## src/rtl/alb_mss_mem_ibp2sram.sv

```systemverilog
// IBP slave that executes buffered IBP bursts, one at a time and in command
// order, against a single-port SRAM with one cycle of read latency.
// Read beats pass through a 3-entry return FIFO that keeps draining after the
// FSM has gone back to IDLE. Write bursts end with a done/error response.
module alb_mss_mem_ibp2sram #(
  parameter int a_w    = 32,
  parameter int d_w    = 32,
  parameter int MEM_AW = 10
) (
  input  logic              clk,
  input  logic              rst_b,
  // command channel
  input  logic              ibp_cmd_valid,
  output logic              ibp_cmd_accept,
  input  logic              ibp_cmd_read,
  input  logic [a_w-1:0]    ibp_cmd_addr,
  input  logic              ibp_cmd_wrap,
  input  logic [3:0]        ibp_cmd_burst_size,
  // write-data channel
  input  logic              ibp_wr_valid,
  output logic              ibp_wr_accept,
  input  logic [d_w-1:0]    ibp_wr_data,
  input  logic [d_w/8-1:0]  ibp_wr_mask,
  input  logic              ibp_wr_last,
  // read-data channel
  output logic              ibp_rd_valid,
  input  logic              ibp_rd_accept,
  output logic [d_w-1:0]    ibp_rd_data,
  output logic              ibp_rd_err,
  output logic              ibp_rd_last,
  // write-response channel
  output logic              ibp_wr_done,
  output logic              ibp_err_wr,
  input  logic              ibp_wr_resp_accept,
  // SRAM port
  output logic              mem_cs,
  output logic              mem_we,
  output logic [MEM_AW-1:0] mem_addr,
  output logic [d_w-1:0]    mem_wdata,
  output logic [d_w/8-1:0]  mem_wmask,
  input  logic [d_w-1:0]    mem_rdata
);

  localparam int BPW     = d_w / 8;
  localparam int LOG_BPW = $clog2(BPW);
  localparam int WA_W    = a_w - LOG_BPW;   // word-address width

  typedef enum logic [1:0] {IDLE, RD, WR, WRSP} state_t;

  state_t            state_reg, state_next;
  logic [WA_W-1:0]   word_reg, word_next;    // current beat word address
  logic [4:0]        len_reg, len_next;      // expected beats, 1..16
  logic              wrap_reg, wrap_next;
  logic [4:0]        cnt_reg, cnt_next;      // beats issued / accepted so far
  logic              err_reg, err_next;      // sticky write error

  // read issue pipeline (one beat in flight towards the FIFO)
  logic              issue, issue_err, issue_last;
  logic              inflight_reg, inflight_err_reg, inflight_last_reg;

  // read return FIFO
  logic [d_w-1:0]    fifo_data [3];
  logic              fifo_err  [3];
  logic              fifo_last [3];
  logic [1:0]        fifo_cnt_reg, wr_ptr_reg, rd_ptr_reg;
  logic              push, pop, can_issue;
  logic [2:0]        used;
  logic [d_w-1:0]    push_data;

  logic              in_range, last_beat;
  logic              unused_addr_bits;

  // byte-offset bits below the word address carry no meaning here
  assign unused_addr_bits = ^ibp_cmd_addr[LOG_BPW-1:0];

  // next beat address: incrementing, or wrapping inside a 2/4/8/16-beat window
  function automatic logic [WA_W-1:0] step(input logic [WA_W-1:0] w,
                                           input logic wr,
                                           input logic [4:0] n);
    logic [WA_W-1:0] inc, msk;
    inc = w + WA_W'(1);
    msk = WA_W'(n) - WA_W'(1);
    if (wr && (n == 5'd2 || n == 5'd4 || n == 5'd8 || n == 5'd16))
      return (w & ~msk) | (inc & msk);
    return inc;
  endfunction

  assign in_range  = ~|word_reg[WA_W-1:MEM_AW];
  assign last_beat = (cnt_reg == len_reg - 5'd1);

  assign pop       = ibp_rd_valid & ibp_rd_accept;
  assign push      = inflight_reg;
  assign push_data = inflight_err_reg ? '0 : mem_rdata;
  // a slot freed by this cycle's pop can be reused by this cycle's issue
  assign used      = {1'b0, fifo_cnt_reg} + {2'b00, inflight_reg} - {2'b00, pop};
  assign can_issue = (used < 3'd3);

  assign ibp_rd_valid = (fifo_cnt_reg != 2'd0);
  assign ibp_rd_data  = ibp_rd_valid ? fifo_data[rd_ptr_reg] : '0;
  assign ibp_rd_err   = ibp_rd_valid & fifo_err[rd_ptr_reg];
  assign ibp_rd_last  = ibp_rd_valid & fifo_last[rd_ptr_reg];

  // next-state, burst bookkeeping and SRAM/handshake outputs
  always_comb begin
    state_next     = state_reg;
    word_next      = word_reg;
    len_next       = len_reg;
    wrap_next      = wrap_reg;
    cnt_next       = cnt_reg;
    err_next       = err_reg;
    ibp_cmd_accept = 1'b0;
    ibp_wr_accept  = 1'b0;
    ibp_wr_done    = 1'b0;
    ibp_err_wr     = 1'b0;
    mem_cs         = 1'b0;
    mem_we         = 1'b0;
    mem_addr       = '0;
    mem_wdata      = '0;
    mem_wmask      = '0;
    issue          = 1'b0;
    issue_err      = 1'b0;
    issue_last     = 1'b0;
    case (state_reg)
      IDLE: begin
        ibp_cmd_accept = 1'b1;
        if (ibp_cmd_valid) begin
          word_next  = ibp_cmd_addr[a_w-1:LOG_BPW];
          len_next   = {1'b0, ibp_cmd_burst_size} + 5'd1;
          wrap_next  = ibp_cmd_wrap;
          cnt_next   = '0;
          state_next = ibp_cmd_read ? RD : WR;
        end
      end
      RD: begin
        if (can_issue) begin
          issue      = 1'b1;
          issue_err  = ~in_range;
          issue_last = last_beat;
          if (in_range) begin
            mem_cs   = 1'b1;
            mem_addr = word_reg[MEM_AW-1:0];
          end
          word_next = step(word_reg, wrap_reg, len_reg);
          cnt_next  = cnt_reg + 5'd1;
          if (last_beat)
            state_next = IDLE;
        end
      end
      WR: begin
        ibp_wr_accept = 1'b1;
        if (ibp_wr_valid) begin
          if (in_range) begin
            mem_cs    = 1'b1;
            mem_we    = 1'b1;
            mem_addr  = word_reg[MEM_AW-1:0];
            mem_wdata = ibp_wr_data;
            mem_wmask = ibp_wr_mask;
          end else begin
            err_next = 1'b1;
          end
          // a beat beyond the expected count is already a length error
          if (cnt_reg >= len_reg)
            err_next = 1'b1;
          word_next = step(word_reg, wrap_reg, len_reg);
          cnt_next  = (cnt_reg == 5'd31) ? cnt_reg : cnt_reg + 5'd1;
          if (ibp_wr_last) begin
            if (!last_beat)
              err_next = 1'b1;
            state_next = WRSP;
          end
        end
      end
      WRSP: begin
        ibp_wr_done = ~err_reg;
        ibp_err_wr  = err_reg;
        if (ibp_wr_resp_accept) begin
          err_next   = 1'b0;
          state_next = IDLE;
        end
      end
      default: state_next = IDLE;
    endcase
  end

  // FSM and burst registers
  always_ff @(posedge clk or negedge rst_b) begin
    if (!rst_b) begin
      state_reg <= IDLE;
      word_reg  <= '0;
      len_reg   <= '0;
      wrap_reg  <= 1'b0;
      cnt_reg   <= '0;
      err_reg   <= 1'b0;
    end else begin
      state_reg <= state_next;
      word_reg  <= word_next;
      len_reg   <= len_next;
      wrap_reg  <= wrap_next;
      cnt_reg   <= cnt_next;
      err_reg   <= err_next;
    end
  end

  // in-flight beat tracking: SRAM data arrives the cycle after issue
  always_ff @(posedge clk or negedge rst_b) begin
    if (!rst_b) begin
      inflight_reg      <= 1'b0;
      inflight_err_reg  <= 1'b0;
      inflight_last_reg <= 1'b0;
    end else begin
      inflight_reg      <= issue;
      inflight_err_reg  <= issue_err;
      inflight_last_reg <= issue_last;
    end
  end

  // FIFO occupancy and pointers; simultaneous push and pop keeps the count
  always_ff @(posedge clk or negedge rst_b) begin
    if (!rst_b) begin
      fifo_cnt_reg <= '0;
      wr_ptr_reg   <= '0;
      rd_ptr_reg   <= '0;
    end else begin
      if (push)
        wr_ptr_reg <= (wr_ptr_reg == 2'd2) ? 2'd0 : wr_ptr_reg + 2'd1;
      if (pop)
        rd_ptr_reg <= (rd_ptr_reg == 2'd2) ? 2'd0 : rd_ptr_reg + 2'd1;
      case ({push, pop})
        2'b10:   fifo_cnt_reg <= fifo_cnt_reg + 2'd1;
        2'b01:   fifo_cnt_reg <= fifo_cnt_reg - 2'd1;
        default: fifo_cnt_reg <= fifo_cnt_reg;
      endcase
    end
  end

  // FIFO storage; contents are only observed while the count covers them
  always_ff @(posedge clk) begin
    if (push) begin
      fifo_data[wr_ptr_reg] <= push_data;
      fifo_err[wr_ptr_reg]  <= inflight_err_reg;
      fifo_last[wr_ptr_reg] <= inflight_last_reg;
    end
  end

endmodule

```

## config.mk

```make
export PLATFORM = sky130hd
export DESIGN_NAME = alb_mss_mem_ibp2sram
export DESIGN_NICKNAME = d
export VERILOG_FILES = /design/src/rtl/alb_mss_mem_ibp2sram.sv
export SDC_FILE = /design/constraint.sdc
export NUM_CORES = 1
export LEC_CHECK = 0
export CORE_MARGIN = 2
export CORE_UTILIZATION = 40
export CTS_CLUSTER_SIZE = 14
export DETAILED_ROUTE_END_ITERATION = 8
export DONT_BUFFER_PORTS = 1
export HOLD_SLACK_MARGIN = 0.02
export PLACE_DENSITY = 0.58
export SYNTH_ARGS = -nofsm -noshare
export SYNTH_HDL_FRONTEND = slang
export SYNTH_SLANG_ARGS = --single-unit
```

## constraint.sdc

```tcl
create_clock -name clk -period 3.5 [get_ports clk]
set_input_delay 0.175 -clock clk [delete_from_list [all_inputs] [get_ports clk]]
set_output_delay 0.175 -clock clk [all_outputs]
set_load 0.005 [all_outputs]
```

==> metrics.md <==
| Metric | Value |
|---|---|
| Critical Path End Type | `output port` |
| Synth Net Count | `889` |
| Hold Path Class | `in -> reg` |
| Share of cells above drive strength 1 | `0.0952` |
| Drc violations | `0` |
| Hold Crit Depth | `3` |
| WL met3 | `1140 um` |
| Initial drt markers | `290` |
| Avg Cell Area, Syn | `10.6 um2` |
| Worst Tran Pin Value | `1.25 ns` |
| Core area | `19600 um2` |
| Max cap viols | `0` |
| Crit Path Max Fanout | `9` |
| Num ports | `200` |
| Worst hold start | `ibp_cmd_burst_size[0]` |
| Wire per inst | `18.5 um` |
| Register area share after synthesis | `0.546` |
| RD Place Congestion | `0.845` |
| DR vias/cell | `5.42` |
| Fraction of registers with async set/reset | `0.342` |
| PwrDens | `925 nW/um2` |
| Worst Path Required | `3.32 ns` |
| Clk sinks | `155` |
| Sw power | `0.00362 W` |
| Post-layout nets | `929` |
| Initial DRT Pass Iterations | `4` |
| Buffers on Ports | `0` |
| EDFF count, synth | `102` |
| P&R area growth vs syn | `18.2%` |
| Initial Util | `0.410` |
| Final period utilization | `0.948` |
| DIE HEIGHT | `146 um` |
| Min Tclk post-route | `3.32 ns` |
| Arrival time of the worst setup path | `3.14 ns` |
| RR Startpoint | `fifo_cnt_reg[1]` |
| Most common cell after layout, fill and taps aside | `edfxtp_1` |
| Die width | `146 um` |
| Clock power frac | `0.215` |
| Highest routed layer | `met4` |
| Largest net degree at the start of global routing | `72` |
| Clock Skew | `0.0117 ns` |
| First-pass GRT wire length | `31500 um` |
| TNS Setup | `0 ns` |
| Fmax | `301 MHz` |
| Die footprint | `21200 um2` |
| Total CTS buffers | `17` |
| Final slew viol count | `0` |
| Setup violators final | `0` |
| Leak pwr | `3.64 nW` |
| Yosys warns | `0` |
| Hold Path Sink | `len_reg[3]` |
| Yosys cell types | `55` |
| P_int | `0.00516 W` |
| Setup CP Type | `reg -> out` |
| Number of synthesized register bits | `155` |
| Most frequent cells in the layout | `102 x edfxtp_1, 96 x nor2_1, 51 x a21oi_1, 51 x dfrtp_1, 46 x and2_1` |
| Vias in the first global route | `5865` |
| GR Overflow Total | `0` |
| Reg2reg setup slack | `0.20 ns` |
| Detailed Place HPWL | `12900 um` |
| CTS tree | `built` |
| H-tree depth | `4` |
| Worst Reg2Reg Path Length in Cells | `15` |
| Sequential Power Share | `0.356` |
| Final WL | `19900 um` |
| Relative slew slack | `0.169` |
| Synth Flop Type | `edfxtp_1` |
| Post-Syn Area | `8040 um2` |
| Combinational share of power | `0.429` |
| Clock insertion delay at the later pin of the skew report | `0.42 ns` |
| Via count | `5824` |
| WHS | `0.0399 ns` |
| Hold Vio Cnt, Final | `0` |
| Clk root buf | `clkbuf_16` |
| Total Routing Usage GR | `0.186` |
| Met1 WL | `8890 um` |
| ANT nets after route | `0` |
| Peak VDD IR | `0.561 mV` |
| Rows | `51` |
| Status | `finished, final reports clean` |
| Antenna violations before repair | `1` |
| Startpoint types | `flop` |
| Switch share | `0.412` |
| Met2 wire length | `9460 um` |
| Clk buf depth | `2` |
| Clock slew at reported path FFs | `0.06 ns` |
| Cell count after synthesis | `756` |
-- cell type report --
type                            instances  area [um2]
Fill cell                            1794       10100
Sequential cell                       155        4390
Multi-Input combinational cell        529        3450
Timing Repair Buffer                   60         594
Clock buffer                           18         429
Tap cell                              265         332
Clock inverter                         14         175
Inverter                               33         124
Antenna cell                            1        2.50
-- worst max path at each step --
stage,start,endpoint,slack [ns],depth (start not counted)
global placement,fifo_cnt_reg[1],flop,0.11,14
floorplan,fifo_cnt_reg[0],flop,0.06,16
finish,fifo_cnt_reg[1],mem_addr[2],0.18,13
global route,fifo_cnt_reg[1],mem_addr[2],-0.01,13
CTS,fifo_cnt_reg[1],mem_addr[2],0.02,13
detailed placement,fifo_cnt_reg[1],flop,0.05,14
-- critical path, stage by stage (launching register included) --
cell	delay (ns)
dfrtp_1	0.41
nor2_4	0.11
inv_1	0.06
nand2_2	0.09
inv_1	0.08
ha_1	0.27
inv_1	0.04
ha_1	0.18
fa_2	0.36
xor2_2	0.25
nand3_4	0.14
a2111oi_4	0.41
buf_6	0.18
and2_1	0.15
-- stage by stage --
| step | total power [W] | util | setup WS (ns) | instance area (um2) | instances |
|---|---|---|---|---|---|
| floorplan | 0.00568 | - | 0.0550 | 8040 | 756 |
| global placement | 0.00650 | 0.427 | 0.111 | 8370 | 997 |
| detailed placement | 0.00664 | 0.427 | 0.0507 | 8370 | 997 |
| CTS | 0.00862 | 0.479 | 0.0176 | 9380 | 1066 |
| global route | 0.00944 | 0.485 | -0.0121 | 9500 | 1074 |
| finish | 0.00878 | 0.485 | 0.181 | 9500 | 1075 |
-- repair_timing --
action,4_1_cts,5_1_grt
hold endpoints to repair,90,0
endpoints found under the setup margin,8,27
setup buffers,0,7
hold buffers,37,0
cloned,0,1
pin swaps,0,4
gates resized for setup,3,7
-- routing by layer --
metal,GRT usage,vias to the layer above
met5,0,-
met4,0.0632,0
met3,0.0448,31
met2,0.298,173
met1,0.248,2804
li1,-,2816
-- power by group through the flow --
stage	registers (W)	clock network, W	logic, W
after global placement	0.00313	0	0.00337
after CTS	0.00312	0.00193	0.00357
after floorplan	0.00283	0	0.00284
after detailed placement	0.00316	0	0.00349
after global routing	0.00320	0.00202	0.00421
final	0.00313	0.00189	0.00377
-- cell families after synthesis --
kind of cell               after synthesis  share of synthesized area
muxes                                   41                     0.0515
adders and majority gates               20                     0.0321
DFF                                    155                      0.546
xor gates and xnor gates                13                     0.0142
and+or+nand+nor                        295                      0.186
buffers and inverters                   72                     0.0358
AOI/OAI and AO/OA                      160                      0.135
-- cell usage after synthesis (all sizes together) (5+ instances only) --
cell type / n / share of area
mux2i: 38 / 0.047
buf: 14 / 0.0087
nand2b: 5 / 0.0039
ha: 19 / 0.030
nor4: 8 / 0.0062
edfxtp: 102 / 0.38
xnor2: 8 / 0.0087
a22o: 31 / 0.034
nand3: 18 / 0.011
nor2: 98 / 0.046
a21oi: 52 / 0.033
o21ai: 31 / 0.019
nor2b: 35 / 0.027
inv: 33 / 0.015
and4: 6 / 0.0065
dfrtp: 53 / 0.17
nor3: 13 / 0.0081
nand4: 8 / 0.0062
nand2: 43 / 0.020
and2: 47 / 0.037
a21o: 9 / 0.0084
a31oi: 7 / 0.0073
clkbuf: 25 / 0.012
xor2: 5 / 0.0054
Power figures use the tool's default switching activity.
